==> config.mk <==
export PLATFORM = sky130hd
export DESIGN_NAME = bus_gate_arbiter
export DESIGN_NICKNAME = d
export VERILOG_FILES = /design/src/rtl/bus_gate_arbiter.sv
export SDC_FILE = /design/constraint.sdc
export NUM_CORES = 1
export LEC_CHECK = 0
export BUFFER_PORTS_ARGS = -buffer_cell sky130_fd_sc_hd__clkbuf_2
export CORE_AREA = 3 3 40 42
export DETAILED_ROUTE_END_ITERATION = 12
export DIE_AREA = 0 0 43 45
export GPL_TIMING_DRIVEN = 0
export PLACE_DENSITY = 0.65
export SYNTH_ARGS = -nofsm -noshare
export SYNTH_HDL_FRONTEND = slang
export SYNTH_SLANG_ARGS = --single-unit
==> constraint.sdc <==
create_clock -name Clk -period 3.6 [get_ports Clk]
set_input_delay 0.18 -clock Clk [delete_from_list [all_inputs] [get_ports Clk]]
set_output_delay 0.18 -clock Clk [all_outputs]
set_load 0.005 [all_outputs]
==> src/rtl/bus_gate_arbiter.sv <==
// Round-robin gate arbiter for the four shared-bus drivers (PC, MDR, ALU, MARMUX).
// Define BUS_ARB_TIMEOUT_EN to force release after MAX_HOLD cycles while another source waits.
module bus_gate_arbiter #(
  parameter int unsigned MAX_HOLD = 8
) (
  input  logic       Clk,
  input  logic       Reset,
  input  logic [3:0] req,
  output logic [3:0] gate,
  output logic       grant_valid,
  output logic [1:0] owner,
  output logic       timeout
);

  localparam logic [1:0] StIdle = 2'd0;
  localparam logic [1:0] StOwn  = 2'd1;
  localparam logic [1:0] StGap  = 2'd2;

  logic [1:0] state_q, state_d;
  logic [3:0] gate_q, gate_d;
  logic       grant_valid_q;
  logic [1:0] owner_q, owner_d;
  logic [1:0] ptr_q, ptr_d;
  logic       timeout_q, timeout_d;

  logic       rr_found;
  logic [1:0] rr_idx;
  logic [1:0] rr_cand;

  // First set request at or after ptr+1, wrapping; ptr itself is checked last.
  always_comb begin
    rr_found = 1'b0;
    rr_idx   = ptr_q;
    rr_cand  = ptr_q;
    for (int i = 1; i <= 4; i++) begin
      rr_cand = ptr_q + 2'(i);
      if (!rr_found && req[rr_cand]) begin
        rr_found = 1'b1;
        rr_idx   = rr_cand;
      end
    end
  end

`ifdef BUS_ARB_TIMEOUT_EN
  localparam int unsigned     HoldW   = $clog2(MAX_HOLD + 1);
  localparam logic [HoldW-1:0] HoldMax = HoldW'(MAX_HOLD);

  logic [HoldW-1:0] hold_q, hold_d;
  logic             others_waiting;

  assign others_waiting = |(req & ~(4'b0001 << owner_q));
`else
  logic unused_max_hold;
  assign unused_max_hold = ^MAX_HOLD;
`endif

  always_comb begin
    state_d   = state_q;
    gate_d    = gate_q;
    owner_d   = owner_q;
    ptr_d     = ptr_q;
    timeout_d = 1'b0;
`ifdef BUS_ARB_TIMEOUT_EN
    hold_d    = hold_q;
`endif
    case (state_q)
      StOwn: begin
        // A voluntary drop takes precedence over a simultaneous forced release.
        if (!req[owner_q]) begin
          state_d = StGap;
          gate_d  = 4'b0000;
`ifdef BUS_ARB_TIMEOUT_EN
        end else if (hold_q == HoldMax && others_waiting) begin
          state_d   = StGap;
          gate_d    = 4'b0000;
          timeout_d = 1'b1;
        end else if (hold_q != HoldMax) begin
          hold_d = hold_q + HoldW'(1);
`endif
        end
      end
      default: begin
        // IDLE and GAP both arbitrate; GAP falls back to IDLE when nothing is pending.
        if (rr_found) begin
          state_d = StOwn;
          gate_d  = 4'b0001 << rr_idx;
          owner_d = rr_idx;
          ptr_d   = rr_idx;
`ifdef BUS_ARB_TIMEOUT_EN
          hold_d  = HoldW'(1);
`endif
        end else begin
          state_d = StIdle;
          gate_d  = 4'b0000;
        end
      end
    endcase
  end

  always_ff @(posedge Clk) begin
    if (!Reset) begin
      state_q       <= StIdle;
      gate_q        <= 4'b0000;
      grant_valid_q <= 1'b0;
      owner_q       <= 2'd0;
      ptr_q         <= 2'd3;
      timeout_q     <= 1'b0;
`ifdef BUS_ARB_TIMEOUT_EN
      hold_q        <= '0;
`endif
    end else begin
      state_q       <= state_d;
      gate_q        <= gate_d;
      grant_valid_q <= |gate_d;
      owner_q       <= owner_d;
      ptr_q         <= ptr_d;
      timeout_q     <= timeout_d;
`ifdef BUS_ARB_TIMEOUT_EN
      hold_q        <= hold_d;
`endif
    end
  end

  assign gate        = gate_q;
  assign grant_valid = grant_valid_q;
  assign owner       = owner_q;
  assign timeout     = timeout_q;

endmodule

==> impl_metrics.ini, run 1 <==
[global_route]
overflow = 0
grt_pass1_vias = 414
antenna_found_initial = 0
grt_pass1_wl_um = 1750
gr-usage-all-layers_pct = 12.5
grt_max_degree = 10

[clocking]
worst_skew_pair.late_latency_ns = 0.26
postCtsSetupBuffers = 0
cts_hold_buf = 0
clkSinkCount = 11
clk_path_buf_depth = 2
cts.root.buffer_cell = clkbuf_4
cts_resized = 0
htreeDepth = 1
cts_tree = yes
clk_pin_slew_worst_paths_ns = 0.07
cts_made_buffers = 3

[drt]
vias_per_cell = 5.32
wl_per_cell_um = 11.2
drtIter0Drc = 3
drt-total-wl_um = 956
drc = 0
num_vias = 452
final_antenna_net_count = 0
dr.pass1.iters = 4

[yosys]
synthDistinctLibCells = 24
synth_top_cell_area_share_pct = 42.9
syn_avg_cell_area_sq_um = 9.50
syn_nets = 60
seq_area_frac_synth_pct = 42.9
synth_fa_ha_area_share_pct = 0
synth-compound-area-share_pct = 23.2
yosys_warnings = 0
synth_top_family_by_area = simple AND/OR/NAND/NOR gates
synth_xor_area_share_pct = 0
synth_area_leaders = dfxtp_1 43%, a21oi_1 5.9%, nand2_1 5.1%
syn_inst = 54
muxShareOfSynthArea_pct = 4.39
netlist_area_sq_um = 513
yosys.area_share.simple_pct = 27.3
synth_area_leader_cell = dfxtp_1
synth_seq_cells = 11

[floorplan]
die_area_sq_um = 1940
die_y_um = 45
fp.dieW_um = 43
placementRows = 13
io_pins = 14
start_util_pct = 39.9
core_area_sq_um = 1280

[timing]
fin_skew_ns = 0.00224
period_share_pct = 39.2
max-slew-margin-rel_pct = 49.0
fin_crit_ns = 1.41
setup_viol = 0
fin_hold_ws_ns = 0.200
worst_pin_slew_ns = 0.753
clock.fmax_mhz = 708
rsz0062_at_grt = false
fin_ws_ns = 2.19
fin_tns_setup_ns = 0
hold_viol = 0
maxSlewViolCount = 0

[run]
drv_cap = 0

[min_path]
hold_depth = 2
hp-start = Reset
hp-class = in2reg
min_to = ptr_q[1]

[setup_path]
end_kind = flip-flop
cp.required_ns = 3.76
critPathMaxFanout = 5
rrSetupSlack_ns = 2.19
critPathArrivalTime_ns = 1.57
crit_path_start_kind = flip-flop
regToRegEndpoint = gate[1]
critical_path_class = reg2reg
r2r.worst_path.cells = 3
r2r_start = owner[1]

[placement]
dpl-instance-area_sq_um = 592
place_congestion = 0.735
dp.final_hpwl_um = 744
place_ws_ns = 2.18
place_inst = 81
portBuffers = 12

[final_layout]
fin_area_sq_um = 618
antenna_cells = 0
nNetsFinal = 77
seq_area_sq_um = 220
fin_cells = 85
area_growth_pct = 20.5
fillers = 130
multi_input_area_sq_um = 285
final_util_pct = 48.1
drive_gt1_share_pct = 28.6

[pwr]
p_leak_nw = 0.250
vdd_ir_drop_max_mv = 0.230
power_uw = 304
p_per_area_nw_per_um2 = 492

[outcome]
status = finished clean
## state kept, by name, summed over array words and instances, names as in the netlist
signal,cells
ptr_q,2
owner,2
gate,4
grant_valid,1
state_q,2
## worst max-delay path by stage
stage | from | to | slack [ns] | depth (start not counted)
finish | owner[1] | gate[1] | 2.19 | 3
global route | ptr_q[1] | ptr_q[1] | 2.06 | 2
CTS | owner[1] | gate[1] | 2.18 | 3
detailed placement | owner[1] | gate[1] | 2.18 | 3
global placement | owner[1] | gate[0] | 2.19 | 3
floorplan | owner[1] | gate[0] | 2.22 | 3
## report_power, final
group	internal, mW	switching [mW]
clock network	0.0429	0.0385
registers	0.138	0.0125
logic	0.0339	0.0384
total	0.215	0.0894
## placed cells by master, fill, tap and decap left out
master / Yosys / final
o21a_1: 1 / 1
mux4_2: 1 / 1
nand3b_1: 1 / 1
nor2_1: 1 / 1
o31ai_1: 2 / 2
a21oi_1: 6 / 6
nor2b_1: 3 / 3
a32o_1: 2 / 2
nor3b_1: 2 / 2
and3_4: 1 / 1
nand2b_1: 2 / 2
clkbuf_1: 0 / 1
buf_4: 1 / 1
conb_1: 1 / 1
nor4_4: 1 / 1
nor2_2: 1 / 1
o41ai_1: 1 / 1
o311ai_1: 2 / 2
clkbuf_2: 0 / 12
o21ai_0: 3 / 3
clkbuf_4: 0 / 3
o21ai_1: 1 / 1
nand2_1: 7 / 7
nor3_1: 1 / 1
and2_1: 1 / 1
or3_1: 1 / 1
dfxtp_1: 11 / 11
## routing by layer
layer	part of all wire, %	vias to the layer above	routed length, um	global-route usage (%)
li1	-	234	-	-
met1	46	207	436	13.3
met2	47	11	445	20.4
met3	7.8	0	75	7.17
met4	0	0	0	5.42
met5	0	-	0	0
## cells in the mapped netlist
| cell | count |
|---|---|
| o21ai_0 | 3 |
| nor2b_1 | 3 |
| nor3b_1 | 2 |
| o21ai_1 | 1 |
| or3_1 | 1 |
| nor4_4 | 1 |
| o311ai_1 | 2 |
| nand3b_1 | 1 |
| a32o_1 | 2 |
| nor2_2 | 1 |
| buf_4 | 1 |
| dfxtp_1 | 11 |
| nand2_1 | 7 |
| conb_1 | 1 |
| mux4_2 | 1 |
| o41ai_1 | 1 |
| and3_4 | 1 |
| nand2b_1 | 2 |
| nor2_1 | 1 |
| o21a_1 | 1 |
| o31ai_1 | 2 |
| a21oi_1 | 6 |
| and2_1 | 1 |
| nor3_1 | 1 |
## cell type report
class / instances / area share (%)
multi-input combinational: 42 / 46.2
sequential: 11 / 35.6
timing repair buffer: 12 / 9.72
clock buffer: 4 / 4.25
tap: 15 / 3.04
buffer: 1 / 1.21
## kinds of logic after synthesis
| logic type | count (synthesis) |
|---|---|
| flip-flops | 11 |
| AND/OR/NAND/NOR | 22 |
| buffers and inverters | 1 |
| other | 1 |
| multiplexers | 1 |
| AO/OA/AOI/OAI | 18 |
## critical path, stage by stage, from the launching register on
cell     delay, ns
dfxtp_1       0.36
mux4_2        0.54
and3_4        0.21
a32o_1        0.19
Power figures use the tool's default switching activity.
==> run 2: changes to the inputs <==
==> constraint.sdc (replaced) <==
create_clock -name Clk -period 1.3 [get_ports Clk]
set_input_delay 0.065 -clock Clk [delete_from_list [all_inputs] [get_ports Clk]]
set_output_delay 0.065 -clock Clk [all_outputs]
set_load 0.005 [all_outputs]
==> impl_metrics.ini, run 2 (synthesized netlist as in run 1, its figures left out) <==
[outcome]
status = complete, but fails checks
violations = setup timing

[drt]
drt-total-wl_um = 1060
num_vias = 471
final_antenna_net_count = 0
wl_per_cell_um = 12.1
vias_per_cell = 5.41
drc = 0
drtIter0Drc = 0
dr.pass1.iters = 1

[pwr]
switching_share_pct = 30.9
vdd_ir_drop_max_mv = 0.550
combPwrFrac_pct = 27.1
intPower_uw = 622
p_switching_uw = 278
clkPwrFrac_pct = 25.7
seq_power_share_pct = 47.1
p_leak_nw = 0.273
p_per_area_nw_per_um2 = 1350

[floorplan]
core_area_sq_um = 1280
die_y_um = 45
start_util_pct = 39.9
die_area_sq_um = 1940
placementRows = 13
io_pins = 14
fp.dieW_um = 43

[placement]
place_congestion = 0.709
dp.final_hpwl_um = 766
place_inst = 81
portBuffers = 12

[clocking]
worst_skew_pair.late_latency_ns = 0.27
clk_path_buf_depth = 2
clkSinkCount = 11
htreeDepth = 1
cts_tree = yes
cts_hold_buf = 0
cts.root.buffer_cell = clkbuf_4
cts_made_buffers = 3
clk_pin_slew_worst_paths_ns = 0.07

[timing]
hold_viol = 0
period_share_pct = 102
maxSlewViolCount = 0
rsz0062_at_grt = true
setup_viol = 2
clock.fmax_mhz = 751
fin_skew_ns = 0.00443
fin_tns_setup_ns = -0.0529
fin_ws_ns = -0.0321
fin_crit_ns = 1.33

[final_layout]
nNetsFinal = 79
fin_cells = 87
seq_area_sq_um = 225
multi_input_area_sq_um = 314
antenna_cells = 0
largest_reg_flops = 4
final_cell_mix = 12 x clkbuf_2, 9 x dfxtp_1, 7 x nand2_1
drive_gt1_share_pct = 40.3
area_growth_pct = 30.2
fillers = 126
mostFrequentLayoutCell = clkbuf_2

[global_route]
gr-usage-all-layers_pct = 13.0
grt_pass1_wl_um = 1800
grt_pass1_vias = 414
overflow = 0
grt_max_degree = 10
antenna_found_initial = 0

[setup_path]
cp.required_ns = 1.46
critical_path_class = reg2reg
critPathMaxFanout = 5
end_kind = flip-flop
crit_path_start_kind = flip-flop
critPathArrivalTime_ns = 1.49

[run]
drv_cap = 0

[min_path]
hp-class = in2reg
run 2: changes by cell type in the layout (fill, tap and decap cells not counted), sizes merged:
cell | previous run | this run
buf | 1 | 3
clkbuf | 16 | 15
clkinv | 0 | 1
run 2: what timing repair did:
action	in CTS	in global routing
setup buffers	2	0
resized for setup	3	4
endpoints found under the setup margin	9	9
endpoints found under the hold margin	0	0
pin swaps	0	2
run 2: stage by stage:
| stage | power (mW) | hold WS, ns | util, % | area (sq um) | setup slack (ns) |
|---|---|---|---|---|---|
| after CTS | 0.886 | 0.0568 | 50.3 | 647 | -0.0296 |
| after global routing | 0.962 | 0.0884 | 52.0 | 668 | -0.0810 |
| after global placement | 0.625 | 0.327 | 46.2 | 593 | -0.0836 |
| final | 0.900 | 0.0532 | 52.0 | 668 | -0.0321 |
| after floorplan | 0.553 | 0.143 | - | 514 | -0.0235 |
| after detailed placement | 0.632 | 0.339 | 46.2 | 593 | -0.117 |
run 2: per-layer routing:
layer,part of all wire [%],vias to the layer above,wire length [um],track usage [%]
li1,-,243,-,-
met4,0,0,0,3.61
met1,45,217,476,16.0
met2,48,11,504,19.8
met3,7.3,0,77,7.17
met5,0,-,0,0
run 2: final cells by class:
cell class / count / area share (%)
well taps: 15 / 2.81
plain buffers: 1 / 1.12
repair buffers: 14 / 11.2
clock buffers: 3 / 3.37
clock inverters: 1 / 0.749
flip-flops and latches: 11 / 33.7
multi-input cells: 42 / 47.0
run 2: power groups by stage:
stage | Combinational, mW | Clock [mW] | Sequential [mW]
after CTS | 0.229 | 0.236 | 0.421
after global routing | 0.275 | 0.256 | 0.431
after detailed placement | 0.204 | 0 | 0.427
after global placement | 0.200 | 0 | 0.425
after floorplan | 0.130 | 0 | 0.424
final | 0.244 | 0.231 | 0.424
run 2: path summary, 6_finish.rpt:
check	slack, ns	end	depth (start not counted)	startpoint
setup / recovery	-0.03	gate[1]	3	owner[1]
hold / removal	0.05	ptr_q[1]	2	Reset
setup reg to reg	-0.03	gate[1]	3	owner[1]
hold reg to reg	0.48	gate[2]	2	gate[2]
run 2: worst max-delay path: stages, from the launching register on:
cell and delay, ns:
dfxtp_2 0.34, mux4_2 0.50, and3_4 0.19, a32o_1 0.20
